## config.mk

```make
export PLATFORM = sky130hd
export DESIGN_NAME = multilane_serializer_flat
export DESIGN_NICKNAME = d
export VERILOG_FILES = /design/src/rtl/multilane_serializer_pkg.sv /design/src/rtl/multilane_serializer_if.sv /design/src/rtl/multilane_serializer_ser_shift_stage.sv /design/src/rtl/multilane_serializer.sv /design/src/flat_wrapper.sv
export SDC_FILE = /design/constraint.sdc
export NUM_CORES = 1
export LEC_CHECK = 0
export BUFFER_PORTS_ARGS = -buffer_cell sky130_fd_sc_hd__buf_2
export CORE_AREA = 2 2 71 73
export DETAILED_ROUTE_END_ITERATION = 10
export DIE_AREA = 0 0 73 75
export GPL_ROUTABILITY_DRIVEN = 0
export PLACE_DENSITY = 0.82
export SLEW_MARGIN = 20
export SYNTH_ARGS = -nofsm -noshare
export SYNTH_HDL_FRONTEND = slang
export SYNTH_SLANG_ARGS = --single-unit
```

## constraint.sdc

```tcl
create_clock -name clk_i -period 4.25 [get_ports clk_i]
set_input_delay 0.425 -clock clk_i [delete_from_list [all_inputs] [get_ports clk_i]]
set_output_delay 0.425 -clock clk_i [all_outputs]
set_load 0.02 [all_outputs]
```

## src/rtl/multilane_serializer_pkg.sv

```systemverilog
// multilane_serializer_pkg: shared constants, types and length/beat/keep helpers.
// SERIALIZER_LSB_FIRST_EN switches keep_mask to LSB-aligned partial beats.
package multilane_serializer_pkg;

    localparam int unsigned WIDTH_DEF   = 16;
    localparam int unsigned LANES_DEF   = 1;
    localparam int unsigned MIN_LEN_DEF = 3;
    localparam int unsigned MAX_LANES   = 8;

    typedef logic [8:0] len_t;
    typedef logic [8:0] beat_cnt_t;

    typedef enum logic {IDLE, SHIFT} state_t;

    function automatic len_t calc_len(input int unsigned mod, input int unsigned width);
        return (mod == 0) ? len_t'(width) : len_t'(mod);
    endfunction

    function automatic beat_cnt_t calc_beats(input len_t len, input int unsigned lanes);
        return beat_cnt_t'((32'(len) + lanes - 1) / lanes);
    endfunction

    function automatic logic [MAX_LANES-1:0] keep_mask(input len_t remaining, input int unsigned lanes);
        int unsigned r;
        r = (32'(remaining) >= lanes) ? lanes : 32'(remaining);
`ifdef SERIALIZER_LSB_FIRST_EN
        return MAX_LANES'((1 << r) - 1);
`else
        return MAX_LANES'(((1 << r) - 1) << (lanes - r));
`endif
    endfunction

endpackage

```

## src/rtl/multilane_serializer_if.sv

```systemverilog
// multilane_serializer_if: parallel-word input handshake and lane-beat output stream.
interface multilane_serializer_if #(
    parameter int unsigned WIDTH = 16,
    parameter int unsigned LANES = 1
);
    logic [WIDTH-1:0]         data_i;
    logic [$clog2(WIDTH)-1:0] data_mod_i;
    logic                     data_val_i;
    logic                     data_rdy_o;
    logic [LANES-1:0]         ser_data_o;
    logic                     ser_data_val_o;
    logic                     ser_data_last_o;
    logic [LANES-1:0]         ser_data_keep_o;

    modport master (
        output data_i, data_mod_i, data_val_i,
        input  data_rdy_o, ser_data_o, ser_data_val_o, ser_data_last_o, ser_data_keep_o
    );

    modport slave (
        input  data_i, data_mod_i, data_val_i,
        output data_rdy_o, ser_data_o, ser_data_val_o, ser_data_last_o, ser_data_keep_o
    );
endinterface

```

## src/rtl/multilane_serializer_ser_shift_stage.sv

```systemverilog
// ser_shift_stage: shift register, beat counter and last/keep generation.
// SERIALIZER_LSB_FIRST_EN takes beats from the low end and shifts right.
module ser_shift_stage
    import multilane_serializer_pkg::*;
#(
    parameter int unsigned WIDTH = WIDTH_DEF,
    parameter int unsigned LANES = LANES_DEF
) (
    input  logic             clk_i,
    input  logic             srst_i,
    input  logic             load_i,
    input  logic [WIDTH-1:0] data_i,
    input  len_t             len_i,
    output logic [LANES-1:0] ser_data_o,
    output logic             ser_data_val_o,
    output logic             ser_data_last_o,
    output logic [LANES-1:0] ser_data_keep_o,
    output logic             active_o,
    output logic             done_o
);

    state_t                 state_q;
    logic [WIDTH-1:0]       sr_q, sr_d, src_w;
    beat_cnt_t              cnt_q, cnt_d, src_cnt;
    len_t                   tail_q, src_tail;
    logic [MAX_LANES-1:0]   tail_mask;
    logic [LANES-1:0]       data_d, keep_d;
    logic                   last_d;

    // A load replaces whatever the shifter would have emitted next.
    always_comb begin
        src_w     = load_i ? data_i : sr_q;
        src_cnt   = load_i ? calc_beats(len_i, LANES) : cnt_q;
        src_tail  = load_i ? len_t'((32'(len_i) - 1) % LANES + 1) : tail_q;
        tail_mask = keep_mask(src_tail, LANES);
        last_d    = src_cnt == beat_cnt_t'(1);
        keep_d    = last_d ? tail_mask[LANES-1:0] : '1;
`ifdef SERIALIZER_LSB_FIRST_EN
        data_d    = src_w[LANES-1:0] & keep_d;
        sr_d      = src_w >> LANES;
`else
        data_d    = src_w[WIDTH-1 -: LANES] & keep_d;
        sr_d      = src_w << LANES;
`endif
        cnt_d     = src_cnt - beat_cnt_t'(1);
    end

    always_ff @(posedge clk_i) begin
        if (srst_i) begin
            state_q         <= IDLE;
            ser_data_o      <= '0;
            ser_data_val_o  <= 1'b0;
            ser_data_last_o <= 1'b0;
            ser_data_keep_o <= '0;
        end else if (load_i || (state_q == SHIFT && !ser_data_last_o)) begin
            state_q         <= SHIFT;
            ser_data_o      <= data_d;
            ser_data_val_o  <= 1'b1;
            ser_data_last_o <= last_d;
            ser_data_keep_o <= keep_d;
            sr_q            <= sr_d;
            cnt_q           <= cnt_d;
            tail_q          <= src_tail;
        end else begin
            state_q         <= IDLE;
            ser_data_o      <= '0;
            ser_data_val_o  <= 1'b0;
            ser_data_last_o <= 1'b0;
            ser_data_keep_o <= '0;
        end
    end

    assign active_o = state_q == SHIFT;
    assign done_o   = state_q == SHIFT && ser_data_last_o;

endmodule

```

## src/rtl/multilane_serializer.sv

```systemverilog
// multilane_serializer: parallel word to LANES-bit beats with a one-word pending register.
// Define SERIALIZER_LSB_FIRST_EN for LSB-first order with LSB-aligned partial beats.
module multilane_serializer
    import multilane_serializer_pkg::*;
#(
    parameter int unsigned WIDTH   = WIDTH_DEF,
    parameter int unsigned LANES   = LANES_DEF,
    parameter int unsigned MIN_LEN = MIN_LEN_DEF
) (
    input  logic                  clk_i,
    input  logic                  srst_i,
    multilane_serializer_if.slave bus,
    output logic                  busy_o
);

    logic [WIDTH-1:0] pend_data_q, load_data;
    len_t             pend_len_q, len, load_len;
    logic             pend_val_q, pend_val_d, pend_load;
    logic             accept, legal, to_shift, load, active, done;

    assign len       = calc_len(32'(bus.data_mod_i), WIDTH);
    assign accept    = bus.data_val_i && !pend_val_q;
    assign legal     = len >= len_t'(MIN_LEN);
    // Accepting implies pending is empty, so a retiring shifter can take the word directly.
    assign to_shift  = accept && legal && (!active || done);
    assign pend_load = accept && legal && !to_shift;
    assign load      = to_shift || (done && pend_val_q);
    assign load_data = pend_val_q ? pend_data_q : bus.data_i;
    assign load_len  = pend_val_q ? pend_len_q : len;
    assign pend_val_d = (done && pend_val_q) ? 1'b0 : pend_load ? 1'b1 : pend_val_q;

    always_ff @(posedge clk_i) begin
        pend_val_q <= srst_i ? 1'b0 : pend_val_d;
        if (pend_load) begin
            pend_data_q <= bus.data_i;
            pend_len_q  <= len;
        end
    end

    ser_shift_stage #(
        .WIDTH(WIDTH),
        .LANES(LANES)
    ) u_shift (
        .clk_i           (clk_i),
        .srst_i          (srst_i),
        .load_i          (load),
        .data_i          (load_data),
        .len_i           (load_len),
        .ser_data_o      (bus.ser_data_o),
        .ser_data_val_o  (bus.ser_data_val_o),
        .ser_data_last_o (bus.ser_data_last_o),
        .ser_data_keep_o (bus.ser_data_keep_o),
        .active_o        (active),
        .done_o          (done)
    );

    assign bus.data_rdy_o = !pend_val_q;
    assign busy_o         = active || pend_val_q;

endmodule

```

## src/flat_wrapper.sv

```systemverilog
// flat-port wrapper written by rule: the top's interface ports become plain ports
module multilane_serializer_flat import multilane_serializer_pkg::*;
#(
    parameter int unsigned WIDTH   = WIDTH_DEF,
    parameter int unsigned LANES   = LANES_DEF,
    parameter int unsigned MIN_LEN = MIN_LEN_DEF
)
  (clk_i, srst_i, busy_o, bus_data_i, bus_data_mod_i, bus_data_val_i, bus_data_rdy_o, bus_ser_data_o, bus_ser_data_val_o, bus_ser_data_last_o, bus_ser_data_keep_o);
  multilane_serializer_if #(.WIDTH(WIDTH), .LANES(LANES)) bus_i ();
  input  logic clk_i;
  input  logic srst_i;
  output logic busy_o;
  input wire logic [$bits(bus_i.data_i)-1:0] bus_data_i;
  input wire logic [$bits(bus_i.data_mod_i)-1:0] bus_data_mod_i;
  input wire logic [$bits(bus_i.data_val_i)-1:0] bus_data_val_i;
  output wire logic [$bits(bus_i.data_rdy_o)-1:0] bus_data_rdy_o;
  output wire logic [$bits(bus_i.ser_data_o)-1:0] bus_ser_data_o;
  output wire logic [$bits(bus_i.ser_data_val_o)-1:0] bus_ser_data_val_o;
  output wire logic [$bits(bus_i.ser_data_last_o)-1:0] bus_ser_data_last_o;
  output wire logic [$bits(bus_i.ser_data_keep_o)-1:0] bus_ser_data_keep_o;
  assign bus_i.data_i = bus_data_i;
  assign bus_i.data_mod_i = bus_data_mod_i;
  assign bus_i.data_val_i = bus_data_val_i;
  assign bus_data_rdy_o = bus_i.data_rdy_o;
  assign bus_ser_data_o = bus_i.ser_data_o;
  assign bus_ser_data_val_o = bus_i.ser_data_val_o;
  assign bus_ser_data_last_o = bus_i.ser_data_last_o;
  assign bus_ser_data_keep_o = bus_i.ser_data_keep_o;
  multilane_serializer #(.WIDTH(WIDTH), .LANES(LANES), .MIN_LEN(MIN_LEN)) u_core (.clk_i(clk_i), .srst_i(srst_i), .bus(bus_i), .busy_o(busy_o));
endmodule
```

Word level (Yosys, flattened, before mapping):

Cells that the tools add are included.

* output and inout bits: 6
* word-level logic and storage cells: 52
* bits in registers: 63
* input bits: 23

* equal/unequal tests: 1
* add/sub/neg operators: 5
* $lt $le $gt $ge: 2
* shift operators: 2
* bitwise gates (word level): 3
* mux-type cells: 9
* reductions and logical operators: 19

Operator list (count)
* $mux 9: 4
* $mux 16: 2
* $shl 1x9->32 const A: 1
* $shl 32x32->1: 1
* $sub 32x2->32 const B: 1
* $sub 9x1->9 const B: 2
* $sub 1x9->10 const A: 1
* $add 9x1->9 const B: 1
* $eq 9x1->1 const B: 1
* $ge 9x1->1 const B: 1
* $ge 9x2->1 const B: 1
* $logic_and 1x1->1: 7
* $mux 5: 1
* $logic_not 1->1: 4
* $logic_not 4->1: 1
* $logic_or 1x1->1: 4
* $reduce_or 2->1: 2
* $mux 1: 2
* $not 1->1: 2
* $reduce_and 2->1: 1
* $and 1x1->1: 1

Depth between registers and ports, before layout:

Gate-level depths: netlist of run 1.

* depth after elaboration: 14
* mapped depth: 12

Hierarchy:

Synthesis of run 1 repeated with hierarchy kept, for this count alone.

* cells, all modules: 198
* area total of the unflattened synthesis: 2849.0 µm²

Modules (own cells, without submodules)
* ser_shift_stage: area each 1764.2 µm², cells an instance 133, times used 1, sequential area each 1071.0 µm²
* multilane_serializer: area each 1084.8 µm², cells an instance 65, times used 1, sequential area each 650.6 µm²

Worst setup path after synthesis of run 1:

OpenSTA, ideal clock, no wires.

* path kind: reg2reg
* from: register u_core.pend_val_q
* to: register u_core.u_shift.cnt_q[0], enable pin
* required time: 3811 ps
* path buffers: 1
* library setup time: 439 ps
* setup slack: 1206 ps
* period minus slack after synthesis: 3044 ps
* stages on the path, launching flop included: 4
* arrival time: 2605 ps
* path through: dfxtp_1 clkbuf_1 o21ai_0 a21oi_1

* word-level cells in the longest chain between the ends: 7
* elaborated cells between the ends (all ways): 8
* those cells by class: reduce/logical (8)

Ends and longest elaborated chain
* start: declaration: RTL line multilane_serializer.sv:18 `logic pend_val_q, pend_val_d, pend_load;`
* start signal: assignment: RTL line multilane_serializer.sv:33 `pend_val_q <= srst_i ? 1'b0 : pend_val_d;`
* $logic_not 1->1: RTL line multilane_serializer.sv:22 `assign accept = bus.data_val_i && !pend_val_q;`
* $logic_and 1x1->1: RTL line multilane_serializer.sv:22
* $logic_and 1x1->1 (2 in a row): RTL line multilane_serializer.sv:25 `assign to_shift = accept && legal && (!active || done);`
* $logic_or 1x1->1 *: RTL line multilane_serializer.sv:27 `assign load = to_shift || (done && pend_val_q);`
* $logic_or 1x1->1 *: RTL line multilane_serializer_ser_shift_stage.sv:55 `end else if (load_i || (state_q == SHIFT && !ser_data_last_o)) begin`
* $reduce_and 2->1 (no source line) *
* end signal: assignment: RTL line multilane_serializer_ser_shift_stage.sv:62 `cnt_q <= cnt_d;`
* end: declaration: RTL line multilane_serializer_ser_shift_stage.sv:24 `beat_cnt_t cnt_q, cnt_d, src_cnt;`

Every way passes the cells marked *; elsewhere a longest branch is shown, timed or not.
A chain may end at the register's enable or synchronous reset.

Worst setup path in the final report of run 1:

* from: register u_core.pend_val_q
* to: register u_core.u_shift.cnt_q[4], data pin

* word-level cells in the longest chain between the ends: 7
* elaborated cells between the ends (all ways): 11
* those cells by class: add/sub (3); mux (2); reduce/logical (6)

Ends and longest elaborated chain
* parallel branches: the longest is 5 deep, another holds $add 9x1->9
* $mux 9 *: RTL line multilane_serializer_ser_shift_stage.sv:33 `src_cnt = load_i ? calc_beats(len_i, LANES) : cnt_q;`
* $sub 9x1->9 *: RTL line multilane_serializer_ser_shift_stage.sv:45 `cnt_d = src_cnt - beat_cnt_t'(1);`
* net u_core.u_shift.cnt_d[4]: RTL line multilane_serializer_ser_shift_stage.sv:24

Mark *: on every way through the listed nets, which the timed path passes.

==> impl_metrics.ini, run 1 <==
[floorplanning]
rows = 25
io_pins = 29
fp.dieH_um = 75
coreArea_mm2 = 0.00466
initial_core_util_pct = 57.4
dieWidth_um = 73
dieArea_mm2 = 0.00548

[global_routing]
grt_pass1_wl_um = 7200
antenna_found_initial = 0
grt_use_total_pct = 18.4
grt_max_degree = 37
gr-total-overflow = 0
grt_pass1_vias = 1534

[clocking]
clockRootBuffer = clkbuf_8
cts-resized-gates = 0
clk_pin_slew_ns = 0.07
h-tree-depth = 3
cts_setup_buffers = 0
hold_buffers = 0
cts.sinks = 59
clock_path_buffers = 2
cts_buffers = 9
tritoncts = done
insertion_delay_ns = 0.34

[status]
status = finished, final reports clean

[synth]
netlist_area_mm2 = 0.00267
synth_edf_count = 54
synth_compound_area_share_pct = 9.59
synth_xor_area_share_pct = 2.29
synth_common_cells = edfxtp_1 (54), mux2i_1 (21), nand2_1 (21), o21ai_0 (21)
synth-seq-cells = 59
synth.largest_area_cell = edfxtp_1
yosysTopAreaCellShare_pct = 60.6
synth.distinct_cells = 42
synthAdderAreaFrac_pct = 0.936
async_reset_ff_share_pct = 0
yosys.area_share.simple_pct = 11.4
synth_top_family_by_area = simple AND/OR/NAND/NOR gates
yosysSeqAreaShare_pct = 64.4
yosysWarningCount = 0
synth_fp_nets = 233
synthMuxAreaShare_pct = 8.28
synth_area_leaders = edfxtp_1 (61%), mux2i_1 (7.9%), o21ai_0 (3.9%), dfxtp_1 (3.7%), nand2_1 (2.9%)
synthFlopType = edfxtp_1
yosysMostFrequentCell = edfxtp_1
synth_cells = 208
syn_area_per_cell_um2 = 12.9

[finish]
drive_gt1_share_pct = 21.9
fin_cells = 296
area_delta_synth_final_pct = 15.1
antenna_cells = 0
finalNetCount = 262

[min_path]
min_from = bus_data_i[3]
min_to = u_core.pend_data_q[3]
min_path_type = in -> reg
hold_depth = 1

[setup_path]
r2r_start = u_core.pend_val_q
slowest_delay_ns = 0.39
r2r-end = u_core.u_shift.cnt_q[4]
crit_type = reg -> reg
cp_max_fo = 35
crit_arrival_ns = 3.15
worstPathRequired_ns = 4.33
r2r_slack_ns = 1.18
cpMaxStageDelayCell = buf_4
r2r_cells = 10
crit_path_cell_trace = buf_4 > nor2_1 > a21oi_1 > o21ai_2 > buf_4 > a21oi_1 > ha_1 > a21boi_0 > or3_1 > o211ai_1
worstSetupStartpoint = u_core.pend_val_q
startpoint_type = flop
cp-end-kind = flop

[timing]
fmax_mhz = 326
setup_viol = 0
drv_slew = 0
fin_tns_setup_ns = 0
worst_pin_slew_ns = 1.09
fin_crit_sh_pct = 72.2
skew_ns = 0.00698
slew_headroom_pct = 27.1
rsz0062_at_grt = no
hold_violations = 0
final.min_clock_period_ns = 3.07

[placed_design]
io_buffers = 28
dp.cells = 280
hpwl_um = 3010

[route]
first_pass_iters = 4
wl_per_cell_um = 15.6
wirelength_um = 4610
antenna_left = 0
vias = 1671
detail_route.iter0.violations = 165
drc_errors = 0
via_per_inst = 5.65

[pwr]
p_clk_share_pct = 39.6
leakagePower_nw = 1.10
p_switching_uw = 345
sequentialPowerShare_pct = 48.8
power_mw = 1.47
power_per_cell_area_mw_per_mm2 = 478
ir_drop_v = 0.000371
internal-power_mw = 1.13
switching_share_pct = 23.5
p_comb_share_pct = 11.7

[job]
maxCapViolations = 0
-- critical path: cells and delay by family, from the launching register on --
kind                       cells  cell delay, ns
AOI/OAI and AO/OA              5            1.25
adders and majority gates      1            0.29
buffers and inverters          2            0.69
DFF                            1            0.33
and+or+nand+nor                2            0.26
-- state kept, by name, summed over array words and instances, names as in the netlist --
register and cells:
u_core.u_shift.tail_q 9, u_core.pend_val_q 1, u_core.u_shift.ser_data_last_o 1, u_core.u_shift.sr_q 15, u_core.u_shift.ser_data_keep_o 1, u_core.u_shift.ser_data_o 1
u_core.pend_data_q 16, u_core.u_shift.cnt_q 9, u_core.pend_len_q 5, u_core.u_shift.active_o 1
-- through the flow --
step	instance area [µm²]	worst slack, ns	util [%]	hold WS (ns)
2_1_floorplan	2670	1.21	-	0.494
3_3_place_gp	2850	1.29	61.1	0.498
3_5_place_dp	2850	1.16	61.1	0.512
4_1_cts	3080	1.20	66.0	0.264
5_1_grt	3080	0.915	66.0	0.259
6_report	3080	1.18	66.0	0.273
-- area by class of cell --
class / count / area [µm²]
Sequential cell: 59 / 1720
Fill cell: 322 / 1580
Multi-Input combinational cell: 133 / 885
Timing Repair Buffer: 31 / 163
Clock buffer: 12 / 155
Clock inverter: 4 / 73.8
Tap cell: 54 / 67.6
Inverter: 3 / 11.3
-- per-layer routing --
layer	track usage (%)	vias to the layer above	wire length, µm
met2	25.7	48	2020
met3	6.69	16	221
met5	0	-	0
li1	-	831	-
met1	24.3	776	2250
met4	11.7	0	119
-- layout by cell type, fill, tap and decap left out, types with 6 or more instances in the layout --
cell      count
and2_1        8
a21oi_1       6
o21ai_0      21
nor2_1        8
nand2_1      21
clkbuf_8     11
buf_2        28
edfxtp_1     54
mux2i_1      21
-- worst max path at each step --
stage	to	slack [ns]	cells past startpoint
2_1_floorplan	u_core.u_shift.cnt_q[0]	1.21	3
3_3_place_gp	u_core.u_shift.cnt_q[4]	1.29	10
3_5_place_dp	u_core.u_shift.cnt_q[4]	1.16	10
4_1_cts	u_core.u_shift.cnt_q[4]	1.20	10
5_1_grt	u_core.u_shift.cnt_q[4]	0.92	10
6_report	u_core.u_shift.cnt_q[4]	1.18	10
-- cells by family (layout without fill, tap and decap cells) --
kind of cell               after synthesis  in the layout
DFF                                     59             59
adders and majority gates                2              2
muxes                                   22             22
AOI/OAI and AO/OA                       42             42
xor gates and xnor gates                 7              7
buffers and inverters                   16             50
and+or+nand+nor                         60             60
-- power by group through the flow --
stage / clock [mW] / sequential [mW] / combinational (mW)
floorplan: 0 / 0.727 / 0.124
CTS: 0.586 / 0.717 / 0.172
finish: 0.582 / 0.717 / 0.172
detailed placement: 0 / 0.729 / 0.171
global route: 0.607 / 0.722 / 0.190
global placement: 0 / 0.728 / 0.164
Note: power is estimated with default switching activity, not from simulation.
==> run 2: changes to the inputs <==
--- a/config.mk
+++ b/config.mk
@@ -5,12 +5,13 @@
 export SDC_FILE = /design/constraint.sdc
 export NUM_CORES = 1
 export LEC_CHECK = 0
+export ABC_AREA = 1
 export BUFFER_PORTS_ARGS = -buffer_cell sky130_fd_sc_hd__buf_2
-export CORE_AREA = 2 2 71 73
+export CORE_AREA = 2 2 73 75
 export DETAILED_ROUTE_END_ITERATION = 10
-export DIE_AREA = 0 0 73 75
+export DIE_AREA = 0 0 75 77
 export GPL_ROUTABILITY_DRIVEN = 0
-export PLACE_DENSITY = 0.82
+export PLACE_DENSITY = 0.81
 export SLEW_MARGIN = 20
 export SYNTH_ARGS = -nofsm -noshare
 export SYNTH_HDL_FRONTEND = slang
==> constraint.sdc (replaced) <==
create_clock -name clk_i -period 3 [get_ports clk_i]
set_input_delay 0.3 -clock clk_i [delete_from_list [all_inputs] [get_ports clk_i]]
set_output_delay 0.3 -clock clk_i [all_outputs]
set_load 0.02 [all_outputs]
==> run 2 against run 1 <==
Utilization fell by 2.9 points. Critical path depth is 2 higher. Clock power up 13%. Highest routed layer unchanged. Largest cell class unchanged. Critical path type unchanged. Global-route usage is 1.2 points higher. Routed wire length increased by 6.0%. Fmax up 19%. Synthesized cell count up 26%.
==> impl_metrics.ini, run 2 <==
[route]
first_pass_iters = 5
wl_per_cell_um = 13.3
drc_errors = 0
vias = 1888
via_per_inst = 5.14
detail_route.iter0.violations = 149
wirelength_um = 4890
antenna_left = 0

[timing]
skew_ns = 0.00797
rsz0062_at_grt = no
setup_viol = 0
fin_crit_sh_pct = 86.4
fmax_mhz = 386
worst_pin_slew_ns = 0.477
hold_violations = 0
drv_slew = 0
final.min_clock_period_ns = 2.59
hold_slack_ns = 0.155
slew_headroom_pct = 68.1
fin_tns_setup_ns = 0

[floorplanning]
initial_core_util_pct = 56.2
dieWidth_um = 75
coreArea_mm2 = 0.00498
io_pins = 29
fp.dieH_um = 77
dieArea_mm2 = 0.00578
rows = 26

[synth]
yosysMostFrequentCell = nand2_1
synth_edf_count = 54
syn_area_per_cell_um2 = 10.6
synth.largest_area_cell = edfxtp_1
netlist_area_mm2 = 0.00280
synth_fp_nets = 288
synth.distinct_cells = 37
yosysWarningCount = 0
async_reset_ff_share_pct = 0
synth_cells = 263
synth_area_leaders = edfxtp_1 (58%), nand2_1 (7.7%), nor2_1 (4.4%), inv_1 (3.9%), dfxtp_1 (3.6%)
yosysTopAreaCellShare_pct = 58.0
yosysSeqAreaShare_pct = 61.6
synth_common_cells = nand2_1 (57), edfxtp_1 (54), nor2_1 (33)
synthFlopType = edfxtp_1
synth-seq-cells = 59

[clocking]
h-tree-depth = 3
cts_buffers = 9
cts-resized-gates = 0
cts.sinks = 59
clk_pin_slew_ns = 0.07
clock_path_buffers = 2
hold_buffers = 0
insertion_delay_ns = 0.33
clockRootBuffer = clkbuf_8
cts_setup_buffers = 0
tritoncts = done

[global_routing]
grt_pass1_wl_um = 8320
antenna_found_initial = 0
grt_pass1_vias = 1887
grt_use_total_pct = 19.5
grt_max_degree = 36
gr-total-overflow = 0

[setup_path]
crit_type = reg -> reg
slowest_delay_ns = 0.62
worstPathRequired_ns = 3.09
crit_top_cell = nand2_1
cpMaxStageDelayCell = dfxtp_1
crit_arrival_ns = 2.68
cp-end-kind = flop
startpoint_type = flop
r2r-end = u_core.u_shift.cnt_q[7]
r2r_cells = 12
r2r_slack_ns = 0.41
crit_path_cell_trace = nand3_2 > nand2_4 > buf_4 > inv_1 > nand2_1 > nand2_2 > inv_2 > nand2_1 > nor2_1 > nand2_1 > nand2_1 > nand2_1
r2r_start = u_core.pend_val_q
cp_max_fo = 35

[job]
maxCapViolations = 0

[placed_design]
hpwl_um = 3360
io_buffers = 28

[finish]
layout_commonest_cell = nand2_1
reg_top3 = u_core.pend_data_q x16, u_core.u_shift.sr_q x15
drive_gt1_share_pct = 24.2
area_delta_synth_final_pct = 12.4
antenna_cells = 0
finalNetCount = 318
largest_register = u_core.pend_data_q
largest_reg_flops = 16
layout_common_cells = nand2_1 (57), edfxtp_1 (54), nor2_1 (32)

[status]
status = finished, final reports clean

[pwr]
ir_drop_v = 0.000481
power_per_cell_area_mw_per_mm2 = 620
leakagePower_nw = 1.30

[min_path]
min_from = bus_data_i[14]
hold_depth = 1
min_path_type = in -> reg
min_to = u_core.pend_data_q[14]
-- run 2: worst max path at each step --
stage,startpoint,end,slack [ns],cells after the start
global route,u_core.pend_val_q,u_core.u_shift.cnt_q[7],0.11,12
detailed placement,u_core.pend_val_q,u_core.u_shift.cnt_q[7],0.44,12
finish,u_core.pend_val_q,u_core.u_shift.cnt_q[7],0.41,12
CTS,u_core.pend_val_q,u_core.u_shift.cnt_q[7],0.41,12
global placement,u_core.pend_val_q,u_core.u_shift.cnt_q[7],0.55,12
floorplan,u_core.u_shift.ser_data_last_o,u_core.u_shift.cnt_q[0],0.84,7
-- run 2: through the flow --
step | util (%) | power, mW | setup slack (ns) | cells | cell area (µm²)
after floorplan | - | 1.24 | 0.842 | 263 | 2800
after global placement | 59.7 | 1.29 | 0.549 | 352 | 2970
after detailed placement | 59.7 | 1.31 | 0.436 | 352 | 2970
after CTS | 63.1 | 1.97 | 0.406 | 367 | 3140
after global routing | 63.1 | 2.03 | 0.113 | 367 | 3140
final | 63.1 | 1.95 | 0.409 | 367 | 3140
-- run 2: layout make-up --
type | instances | area [µm²]
clock buffer | 11 | 131
clock inverter | 4 | 42.5
fill | 382 | 1830
inverter | 31 | 116
multi-input combinational | 159 | 866
sequential | 59 | 1720
tap | 70 | 87.6
timing repair buffer | 33 | 178
-- run 2: routing by layer --
| metal | GRT usage [%] | wire length (µm) |
|---|---|---|
| met4 | 11.1 | 68 |
| met1 | 27.0 | 2310 |
| met2 | 28.2 | 2280 |
| met3 | 4.34 | 227 |
| met5 | 0 | 0 |
-- run 2: power breakdown --
part           internal (mW)  switching [mW]
sequential             0.981          0.0247
combinational         0.0966           0.188
clock                  0.372           0.288
-- run 2: cells by family after synthesis --
kind of cell	after synthesis	share of synthesized area (%)
AND/OR/NAND/NOR	125	21.8
XOR/XNOR	3	1.21
adder cells (fa/ha/maj)	2	0.895
buffers and inverters	45	7.56
flip-flops	59	61.6
AO/OA/AOI/OAI	29	6.94
-- run 2: critical path: cells and delay by family (launching register included) --
family / cells / cell delay [ns]
flops: 1 / 0.62
buf+inv: 3 / 0.59
simple gates: 9 / 1.13
